<file path="src/rtl/instr_decode_stage.sv">
// RV32I decode stage: splits fetch words into fields, builds the immediate, classifies and
// legality-checks the opcode, and buffers decoded records in a 2-entry queue toward issue.
module instr_decode_stage #(
    parameter int CNT_W = 32,
    parameter int DEPTH = 2
) (
    input  logic             clk,
    input  logic             rst_n,
    input  logic             flush,
    input  logic             in_valid,
    output logic             in_ready,
    input  logic [31:0]      in_instr,
    input  logic [31:0]      in_pc,
    output logic             out_valid,
    input  logic             out_ready,
    output logic [31:0]      out_pc,
    output logic [2:0]       out_class,
    output logic [4:0]       out_rd,
    output logic [4:0]       out_rs1,
    output logic [4:0]       out_rs2,
    output logic [2:0]       out_funct3,
    output logic [6:0]       out_funct7,
    output logic [31:0]      out_imm,
    output logic             out_rd_we,
    output logic             out_rs1_used,
    output logic             out_rs2_used,
    output logic             out_illegal,
    output logic [CNT_W-1:0] cnt_total,
    output logic [CNT_W-1:0] cnt_illegal
);

    typedef enum logic [2:0] {
        CLS_R    = 3'd0,
        CLS_I    = 3'd1,
        CLS_LOAD = 3'd2,
        CLS_S    = 3'd3,
        CLS_B    = 3'd4,
        CLS_JAL  = 3'd5,
        CLS_UNK  = 3'd7
    } instr_class_e;

    typedef struct packed {
        logic [31:0] pc;
        logic [2:0]  cls;
        logic [4:0]  rd;
        logic [4:0]  rs1;
        logic [4:0]  rs2;
        logic [2:0]  funct3;
        logic [6:0]  funct7;
        logic [31:0] imm;
        logic        rd_we;
        logic        rs1_used;
        logic        rs2_used;
        logic        illegal;
    } dec_rec_t;

    dec_rec_t     dec;
    dec_rec_t     head;
    dec_rec_t     tail;
    logic [1:0]   count;
    logic         push;
    logic         pop;

    instr_class_e cls;
    logic         legal;
    logic         writes_rd;
    logic         uses_rs1;
    logic         uses_rs2;
    logic [6:0]   opcode;
    logic [2:0]   f3;
    logic [6:0]   f7;

    assign opcode = in_instr[6:0];
    assign f3     = in_instr[14:12];
    assign f7     = in_instr[31:25];

    always_comb begin
        cls       = CLS_UNK;
        legal     = 1'b0;
        writes_rd = 1'b0;
        uses_rs1  = 1'b0;
        uses_rs2  = 1'b0;
        dec       = '0;
        dec.pc     = in_pc;
        dec.rd     = in_instr[11:7];
        dec.rs1    = in_instr[19:15];
        dec.rs2    = in_instr[24:20];
        dec.funct3 = f3;
        dec.funct7 = f7;
        case (opcode)
            7'b0110011: begin
                cls       = CLS_R;
                legal     = (f3 == 3'd0 || f3 == 3'd5) ? (f7 == 7'd0 || f7 == 7'd32) : (f7 == 7'd0);
                writes_rd = 1'b1;
                uses_rs1  = 1'b1;
                uses_rs2  = 1'b1;
            end
            7'b0010011: begin
                cls       = CLS_I;
                legal     = (f3 == 3'd1) ? (f7 == 7'd0) :
                            (f3 == 3'd5) ? (f7 == 7'd0 || f7 == 7'd32) : 1'b1;
                dec.imm   = {{20{in_instr[31]}}, in_instr[31:20]};
                writes_rd = 1'b1;
                uses_rs1  = 1'b1;
            end
            7'b0000011: begin
                cls       = CLS_LOAD;
                legal     = (f3 != 3'd3 && f3 != 3'd6 && f3 != 3'd7);
                dec.imm   = {{20{in_instr[31]}}, in_instr[31:20]};
                writes_rd = 1'b1;
                uses_rs1  = 1'b1;
            end
            7'b0100011: begin
                cls       = CLS_S;
                legal     = (f3 <= 3'd2);
                dec.imm   = {{20{in_instr[31]}}, in_instr[31:25], in_instr[11:7]};
                uses_rs1  = 1'b1;
                uses_rs2  = 1'b1;
            end
            7'b1100011: begin
                cls       = CLS_B;
                legal     = (f3 != 3'd2 && f3 != 3'd3);
                dec.imm   = {{20{in_instr[31]}}, in_instr[7], in_instr[30:25], in_instr[11:8], 1'b0};
                uses_rs1  = 1'b1;
                uses_rs2  = 1'b1;
            end
            7'b1101111: begin
                cls       = CLS_JAL;
                legal     = 1'b1;
                dec.imm   = {{12{in_instr[31]}}, in_instr[19:12], in_instr[20], in_instr[30:21], 1'b0};
                writes_rd = 1'b1;
            end
            default: begin
                cls   = CLS_UNK;
                legal = 1'b0;
            end
        endcase
        dec.cls      = cls;
        dec.illegal  = !legal;
        dec.rd_we    = writes_rd && legal && (in_instr[11:7] != 5'd0);
        dec.rs1_used = uses_rs1 && legal;
        dec.rs2_used = uses_rs2 && legal;
    end

    assign in_ready  = (count < 2'(DEPTH));
    assign out_valid = (count != 2'd0);
    assign push      = in_valid && in_ready;
    assign pop       = out_valid && out_ready;

    // Push and pop together only happen at count 1 (count 2 blocks push, count 0 has no pop),
    // so the new record goes straight to the head slot in that case.
    always_ff @(posedge clk or negedge rst_n) begin
        if (!rst_n) begin
            count       <= 2'd0;
            head        <= '0;
            tail        <= '0;
            cnt_total   <= '0;
            cnt_illegal <= '0;
        end else begin
            if (push) begin
                cnt_total <= cnt_total + 1'b1;
                if (dec.illegal) cnt_illegal <= cnt_illegal + 1'b1;
            end
            if (flush) begin
                count <= 2'd0;
            end else begin
                case ({push, pop})
                    2'b10: begin
                        if (count == 2'd0) head <= dec;
                        else               tail <= dec;
                        count <= count + 2'd1;
                    end
                    2'b01: begin
                        head  <= tail;
                        count <= count - 2'd1;
                    end
                    2'b11: head <= dec;
                    default: ;
                endcase
            end
        end
    end

    assign out_pc       = head.pc;
    assign out_class    = head.cls;
    assign out_rd       = head.rd;
    assign out_rs1      = head.rs1;
    assign out_rs2      = head.rs2;
    assign out_funct3   = head.funct3;
    assign out_funct7   = head.funct7;
    assign out_imm      = head.imm;
    assign out_rd_we    = head.rd_we;
    assign out_rs1_used = head.rs1_used;
    assign out_rs2_used = head.rs2_used;
    assign out_illegal  = head.illegal;

endmodule
</file>
<file path="config.mk">
export PLATFORM = sky130hd
export DESIGN_NAME = instr_decode_stage
export DESIGN_NICKNAME = d
export VERILOG_FILES = /design/src/rtl/instr_decode_stage.sv
export SDC_FILE = /design/constraint.sdc
export NUM_CORES = 1
export LEC_CHECK = 0
export CAP_MARGIN = 0
export CORE_ASPECT_RATIO = 1.75
export CORE_MARGIN = 8
export CORE_UTILIZATION = 46
export CTS_CLUSTER_SIZE = 8
export DETAILED_ROUTE_END_ITERATION = 12
export PLACE_DENSITY = 0.83
export SLEW_MARGIN = 10
export SYNTH_ARGS = -nofsm -noshare
export SYNTH_HDL_FRONTEND = slang
export SYNTH_SLANG_ARGS = --single-unit
</file>
<file path="constraint.sdc">
create_clock -name clk -period 1.9 [get_ports clk]
set_clock_uncertainty 0.1 [all_clocks]
set_input_delay 0.38 -clock clk [delete_from_list [all_inputs] [get_ports clk]]
set_output_delay 0.38 -clock clk [all_outputs]
set_load 0.03 [all_outputs]
</file>
### Word level (Yosys, flattened, before mapping)

Index checks and enable logic that the tools add are counted.

| cells by class | value |
|---|---|
| $add $sub $neg | 4 |
| $lt $le $gt $ge | 2 |
| equality and inequality tests | 17 |
| mux-type cells | 13 |
| bitwise gates (word level) | 3 |
| reduce and logical (&&, ||, !) cells | 26 |

Operator list:

| operator | count |
|---|---|
| $pmux 96 s3 | 1 |
| $pmux 32 s4 | 1 |
| $mux 96 | 1 |
| $add 32x1->32 const B | 2 |
| $eq 7x6->1 const B | 3 |
| $pmux 3 s6 | 1 |
| $eq 7x7->1 const B | 2 |
| $logic_and 1x1->1 | 9 |
| $eq 7x2->1 const B | 1 |
| $eq 7x5->1 const B | 1 |
| $logic_not 7->1 | 1 |
| $mux 1 | 6 |
| $ne 3x2->1 const B | 2 |
| $ne 3x3->1 const B | 2 |
| $pmux 1 s6 | 1 |
| $reduce_and 3->1 | 2 |
| $reduce_bool 3->1 | 2 |
| $reduce_bool 5->1 | 1 |
| $reduce_or 5->1 | 1 |
| $eq 2x2->1 const B | 2 |
| $pmux 2 s2 | 1 |
| $reduce_or 4->1 | 1 |
| $eq 3x1->1 const B | 1 |
| $eq 3x3->1 const B | 1 |
| 16 further kinds | 19 |

| storage, ports and cells | value |
|---|---|
| register bits | 258 |
| output and inout port bits | 162 |
| logic and storage cells | 92 |

### Depth between registers and ports, before layout

Gate-level depths: netlist of the first run.

| logic depth | value |
|---|---|
| word-level depth | 9 |
| gate-level depth with buffers | 9 |
| mapped depth without buffers | 6 |

### Worst setup path after synthesis of the first run

Ideal clock, no wire load.

| timing | value |
|---|---|
| path type | reg-to-reg |
| from | reg count[1] |
| to | reg tail[69] (netlist bit) |
| library setup time | 0.125 ns |
| data arrival time | 1.960 ns |
| required time | 1.675 ns |
| slack | -0.285 ns |
| stages on the path, launching flop included | 7 |
| buffers on the path | 3 |
| cell sequence | dfrtp_1 -> or2_2 -> clkbuf_1 -> nand3_1 -> clkbuf_1 -> buf_2 -> mux2_2 |

| between the ends | value |
|---|---|
| word-level cells in the longest chain between the ends | 4 |
| elaborated cells between the ends (all ways) | 8 |
| classes of those cells | 1 x order compare; 1 x eq/ne; 1 x bitwise; 5 x reduce/logical |

Ends and longest elaborated chain:

| element | RTL line | text |
|---|---|---|
| start: declaration | 60 | `logic [1:0] count;` |
| start signal: assignment | 171 | `count <= count + 2'd1;` |
| start signal: assignment | 175 | `count <= count - 2'd1;` |
| $reduce_bool 2->1 | 146 | `assign out_valid = (count != 2'd0);` |
| via out_valid | 14 | `output logic out_valid,` |
| $logic_and 1x1->1 | 148 | `assign pop = out_valid && out_ready;` |
| $eq 2x2->1 | 167 | `case ({push, pop})` |
| $reduce_and 3->1 (no source line) | - |  |
| end signal: assignment | 156 | `tail <= '0;` |
| end signal: assignment | 170 | `else tail <= dec;` |
| end: declaration | 59 | `dec_rec_t tail;` |

The timed path passes the listed nets, and every way through them passes these cells.
A chain may end at the register's enable or synchronous reset.

### Final worst setup path of the first run

| timing | value |
|---|---|
| from | reg count[0] |
| to | reg head, in the netlist out_pc[10] |

| between the ends | value |
|---|---|
| word-level cells in the longest chain between the ends | 5 |
| elaborated cells between the ends (all ways) | 12 |
| classes of those cells | 1 x order compare; 4 x eq/ne; 1 x mux; 6 x reduce/logical |

Ends and longest elaborated chain:

| element | RTL line | text |
|---|---|---|
| $lt 2x2->1 / $reduce_bool 2->1 (equally long branches) | 145, 146 |  |
| $logic_and 1x1->1, on equally long branches | 147, 148 |  |
| $eq 2x2->1 / $eq 2x1->1 (equally long branches) | 167 |  |
| $ne 2x2->1 (no source line) / $reduce_bool 3->1 (equally long branches) | - |  |
| $reduce_and 3->1 (no source line) | - |  |
| end signal: assignment | 174 | `head <= tail;` |
| end: declaration | 58 | `dec_rec_t head;` |

Several ways; a longest one is shown, not always the timed one.

==> summary.md, run 1 <==
| Metric | Value |
|---|---|
| Tmin final | roughly 1.9 ns |
| Failing checks | negative setup slack |
| Core Area | 22700 sq um |
| Vias | between 9000 and 10000 |
| EDFF count, synth | 0 |
| Starting Density | 0.468 |
| Area occupied by registers | 5910 sq um |
| Worst EP arrival | between 2 and 2.5 ns |
| 1st-iter DRT viols | a little under 600 |
| Grt ovf | 0 |
| Final ANT Viol Nets | 0 |
| Setup crit start kind | flip-flop |
| Port buffer count | 230 |
| Ant diodes | 0 |
| DRC viols | 0 |
| WP buf/inv | 2 |
| # setup viols final | 7 |
| Slew margin rel. | 0.694 |
| CP peak stage delay | about 0.40 ns |
| Post-Place Worst Slack | -0.818 ns |
| Final slew viol count | 0 |
| Most frequent cells in the layout | dfrtp_1 (230), nand2_1 (186), dlygate4sd2_1 (143), nor2_1 (95), buf_4 (88) |
| Row Count | between 70 and 80 |
| Syn Nets | 1100 |
| CTS Root Cell | clkbuf_16 |
| Cells after synthesis | between 1000 and 1500 |
| Post-synth top area share | 0.557 |
| Final #Nets | ~1400 |
| PwrDens | 1050 nW/um^2 |
| Clk Latency, worst-skew pair | 0.49 ns |
| Detailed Place HPWL | between 20 and 25 mm |
| Ys Warns | 0 |
| RSZ-0062 raised after global routing | true |
| H-tree depth | 2 |
| # IOs | about 230 |
| Wirelength per Cell | slightly above 20 microns |
| Flop-to-flop setup slack | -0.05 ns |
| Synth top area cells | dfrtp_1 (56%), nand2_1 (6.7%), mux2_2 (6.4%) |
| Sequential share of the synthesized area | 0.557 |
| Critical Path Start | count[0] |
| Clock input transition at the sequential cells of the worst setup and hold paths | roughly 0.05 ns |
| Syn Area/Cell | around 10 sq um |
| Worst hold start | in_instr[28] |
| Clk sinks | 236 |
| Initial antenna violation count | 0 |
| GRT Util Overall | 0.229 |
| Most common cell after layout, fill and taps aside | dfrtp_1 |
| Hold Fails Final Rpt | 0 |
| Die area | roughly 28000 sq um |
| Area growth from synthesis to final layout | 47.0% |
| Placed Instance Area | between 10000 and 15000 sq um |
| Final setup margin | -0.0491 ns |
| Yosys reg bits | ~240 |
| Post-Layout Inst Area | around 16000 sq um |
| Max Cap Viol | 0 |
| Die height | approximately 220 microns |
| Setup TNS | -0.119 ns |
| Layout cells sized above 1 | 0.242 |
| Global-route wire length before repair | 50.9 mm |
| Mapped Area | 10600 sq um |
| Top FF cell, synth | dfrtp_1 |
| Synth cell types | 53 |
| Async SR Flop Fraction | 1.00 |
| Critical-path cell list | or2_4 -> mux2i_2 -> nor2_4 -> bufbuf_16 -> buf_12 -> nor2_1 -> a31oi_1 |
| DR vias/cell | 5.53 |
| Fin crit share | 1.03 |
| Max Buffers Root-to-Sink | 3 |
| Setup CP Type | reg2reg |
| Final Instance Count excl. Fillers | 1665 |
| Die X | around 130 microns |
| Status | finished with violations |
| CP Data Required Time | 2.19 ns |
| Crit end category | flip-flop |
| Post-synth top area cell | dfrtp_1 |
| Tightest Pin Transition | between 0.4 and 0.5 ns |
| Worst vdd ir | between 0.7 and 0.8 mV |
| CTS tree | yes |
| Largest net degree at the start of global routing | 63 |
| Worst r2r src | count[0] |
| Routed WL | between 30 and 40 mm |
| Fmax | roughly 510 MHz |
| Vias in the first global route | 9646 |
| FILL cells | about 1700 |
| Pleak | about 7.3 nW |
| Finished Core Util | 0.688 |
| Max stage delay cell, worst path | dfrtp_1 |
| Multi-input gate area | approximately 4600 sq um |
| DRT Pass-1 Iters | 5 |
| Type of the tightest min-delay check | in2reg |
| Routability cong. | roughly 0.85 |
| Crit Path Max Fanout | 8 |
| Post-placement cell count | 1596 |
| Total CTS buffers | 35 |
| Delay-heaviest family, CP | simple AND/OR/NAND/NOR gates |
-- worst paths after layout --
path / depth (start not counted) / endpoint
worst min-delay path: 3 / tail[39]
worst max-delay path: 7 / out_pc[10]
min in group asynchronous: 2 / out_rs2[4]
worst min register to register: 1 / cnt_total[31]
worst max register to register: 7 / out_pc[10]
max in group asynchronous: 3 / out_imm[30]
-- flip-flops by register name, summed over array words and instances (netlist names), 5 cells and up --
signal / cells
tail: 85
cnt_illegal: 32
cnt_total: 32
out_pc: 32
out_imm: 21
out_funct7: 7
out_rd: 5
out_rs1: 5
out_rs2: 5
-- cells in the mapped netlist, types with 3 or more instances --
cell	instances
and4_1	5
nor4_2	11
nor2b_1	5
mux2_2	60
o21ai_0	33
a21o_1	10
inv_1	8
clkbuf_1	34
nor4_1	4
nand2_1	189
nor4b_2	3
a22oi_1	5
nand4_1	10
nand3_1	35
nor3_1	10
nor2_1	99
dfrtp_1	236
a211oi_1	8
or2_2	4
buf_2	20
a21oi_1	46
xor2_1	28
xnor2_1	35
a31oi_1	59
buf_4	12
o21ai_1	7
and3_1	11
and2_1	3
buf_1	6
nand2b_1	3
-- power by group --
part | switching [mW] | internal [mW]
combinational | 2.52 | 1.72
clock | 2.10 | 3.49
sequential | 0.642 | 5.95
-- worst register-to-register path, cell delays in order (launching register included) --
cell	delay, ns
dfrtp_1	0.40
or2_4	0.28
mux2i_2	0.18
nor2_4	0.22
bufbuf_16	0.32
buf_12	0.11
nor2_1	0.04
a31oi_1	0.19
-- what timing repair did --
action,4_1_cts,5_1_grt
hold endpoints to repair,36,0
pin swaps,17,42
cloned,5,5
setup buffers,7,12
endpoints found under the setup margin,221,110
resized for setup,247,75
hold buffers,1,0
-- routing by layer --
layer | vias up | global-route usage | routed length, microns
met5 | - | 0 | 0
met4 | 0 | 0.146 | 1920
met3 | 100 | 0.0360 | 1760
met2 | 334 | 0.412 | 18500
met1 | 4586 | 0.241 | 11900
li1 | 4184 | - | -
-- cell families (layout without fill, tap and decap cells) --
logic type | Yosys count | count (layout) | share of synthesized area
multiplexers | 61 | 61 | 0.0647
buffers and inverters | 84 | 420 | 0.0415
flip-flops | 236 | 236 | 0.557
adder cells (fa/ha/maj) | 2 | 2 | 0.00236
AO/OA/AOI/OAI | 175 | 175 | 0.0997
XOR/XNOR | 63 | 63 | 0.0520
AND/OR/NAND/NOR | 408 | 408 | 0.183
-- area by class of cell --
| class | count | area share |
|---|---|---|
| clock buffer | 39 | 0.0585 |
| clock inverter | 3 | 0.00353 |
| inverter | 8 | 0.00193 |
| multi-input combinational | 709 | 0.296 |
| sequential | 236 | 0.379 |
| tap | 300 | 0.0241 |
| timing repair buffer | 370 | 0.236 |
-- stage by stage --
step	power, mW	hold WS [ns]
4_1_cts	16.4	0.154
3_3_place_gp	10.8	0.203
2_1_floorplan	8.85	-0.0156
5_1_grt	17.0	0.172
3_5_place_dp	11.0	0.210
6_report	16.4	0.169
Power figures use the tool's default switching activity.
==> run 2: changes to the inputs <==
CORE_UTILIZATION = 53   (was 46)
PLACE_DENSITY = 0.9   (was 0.83)
clock period = 2.49 ns   (was 1.9 ns; I/O delays follow)
==> run 2 against run 1 <==
Against the previous run:
- combinational power decreased by 25%
- first-iteration DRC count grew 11%
- power down 24%
- largest cell class unchanged
- register-to-register slack better by 0.40 ns
- core utilization is 5.0 points higher
- the run now ends clean
- largest power group unchanged
- clock-buffer cell count is 2 lower
- sequential power decreased by 23%
- worst setup slack better by 0.19 ns
- design area fell by 6.9%
==> summary.md, run 2 (synthesized netlist as in run 1, its figures left out) <==
| Metric | Value |
|---|---|
| CP Data Required Time | ~1.9 ns |
| 1st-iter DRT viols | 652 |
| Max Buffers Root-to-Sink | 3 |
| Final #Nets | approximately 1400 |
| Setup CP Type | reg2out |
| Max Cap Viol | 0 |
| Vias | slightly below 9000 |
| Initial antenna violation count | 3 |
| Final ANT Viol Nets | 0 |
| Wirelength per Cell | approximately 20 microns |
| Vias in the first global route | approximately 9400 |
| Type of the tightest min-delay check | reg2reg |
| Setup crit start kind | flip-flop |
| # setup viols final | 0 |
| Hold depth | 1 |
| Clk sinks | ~240 |
| DRT Pass-1 Iters | 5 |
| Die X | between 100 and 150 microns |
| Max reg flops | between 80 and 90 |
| Fin crit share | 0.945 |
| CP peak stage delay | between 0.7 and 0.8 ns |
| Routability cong. | ~0.86 |
| Starting Density | 0.540 |
| Critical Path Start | out_imm[30] |
| GRT Util Overall | 0.245 |
| Core Area | around 20000 sq um |
| Worst EP arrival | ~1.8 ns |
| Crit Path Max Fanout | 13 |
| Worst hold start | cnt_total[31] |
| # IOs | roughly 230 |
| Hold WS | 0.370 ns |
| Delay-heaviest family, CP | buffers and inverters |
| FF-to-FF path depth | 6 |
| Final setup margin | between 0.1 and 0.15 ns |
| Max stage delay cell, worst path | clkdlybuf4s50_1 |
| RSZ-0062 raised after global routing | false |
| Hold Fails Final Rpt | 0 |
| Fmax | ~430 MHz |
| Final slew viol count | 0 |
| Crit end category | output pin |
| Global-route wire length before repair | between 40 and 50 mm |
| Critical path depth | 1 |
| Clock input transition at the sequential cells of the worst setup and hold paths | around 0.050 ns |
| Pleak | approximately 6.4 nW |
| Slew margin rel. | 0.694 |
| Largest net degree at the start of global routing | 95 |
| DRC viols | 0 |
| WP buf/inv | 1 |
| Critical-path cell list | clkdlybuf4s50_1 |
| Post-Place Worst Slack | -0.320 ns |
| Port buffer count | 230 |
| Number of setup buffers added after CTS | 0 |
| Finished Core Util | 0.738 |
| Most common cell after layout, fill and taps aside | dfrtp_1 |
| Status | completed |
| Worst vdd ir | roughly 0.67 mV |
| DR vias/cell | slightly below 6 |
| PwrDens | 857 nW/um^2 |
| Total CTS buffers | 35 |
| Die area | ~25000 sq um |
| Most frequent cells in the layout | dfrtp_1 (236), clkdlybuf4s50_1 (228), nand2_1 (189), nor2_1 (97) |
| Detailed Place HPWL | 21.4 mm |
| Grt ovf | 0 |
| Routed WL | 30.6 mm |
| Largest Register | tail |
| Die height | between 200 and 250 microns |
| Area growth from synthesis to final layout | 36.8% |
| Worst r2r src | cnt_illegal[3] |
| Clk Latency, worst-skew pair | 0.48 ns |
| H-tree depth | 2 |
| Layout cells sized above 1 | 0.157 |
| Row Count | 68 |
| Power, Total | 12.4 mW |
| CTS tree | yes |
| Tmin final | 2.35 ns |
| Tightest Pin Transition | around 0.46 ns |
| FILL cells | ~1300 |
| CTS Root Cell | clkbuf_16 |
==> run 2: power by group <==
part	switching, mW	internal [mW]
combinational	1.77	1.39
sequential	0.517	4.53
clock	1.54	2.69
==> run 2: repair_timing <==
item	in CTS	in global routing
setup endpoints to repair	1	2
cloned	0	0
hold buffers	1	0
gates resized for setup	1	1
hold endpoints to repair	37	0
==> run 2: area by class of cell <==
class                           instances  area, sq um  area share
Sequential cell                       236         5910       0.407
Multi-Input combinational cell        709         4300       0.296
Timing Repair Buffer                  303         3010       0.207
Clock buffer                           37          926      0.0638
Tap cell                              245          307      0.0211
Clock inverter                          1         30.0     0.00207
Inverter                                8         30.0     0.00207
Antenna cell                            3         7.51    0.000517
==> run 2: routing by layer <==
layer / global-route usage / part of all wire
met1: 0.274 / 0.36
met2: 0.417 / 0.52
met3: 0.0367 / 0.055
met4: 0.167 / 0.070
met5: 0 / 0
==> run 2: final timing paths <==
check / to / slack (ns)
worst min register to register: cnt_total[31] / 0.37
worst max register to register: cnt_illegal[23] / 0.35
worst max-delay path: out_imm[26] / 0.14
max in group asynchronous: out_imm[5] / 1.18
worst min-delay path: cnt_total[31] / 0.37
min in group asynchronous: tail[51] / 0.39
==> run 2: per-stage QoR <==
stage / cell area, sq um / TNS [ns] / std cells
after floorplan: 10600 / 0 / 1029
after global placement: 13500 / -8.56 / 1500
after detailed placement: 13500 / -10.45 / 1500
after CTS: 14500 / 0 / 1539
after global routing: 14500 / 0 / 1542
final: 14500 / 0 / 1542
==> run 3: changes to the inputs <==
SKIP_LAST_GASP = 1   (was default)
TNS_END_PERCENT = 20   (was default)
==> results of run 3 <==
The final DEF is identical to that of run 2; final timing and power are the same.
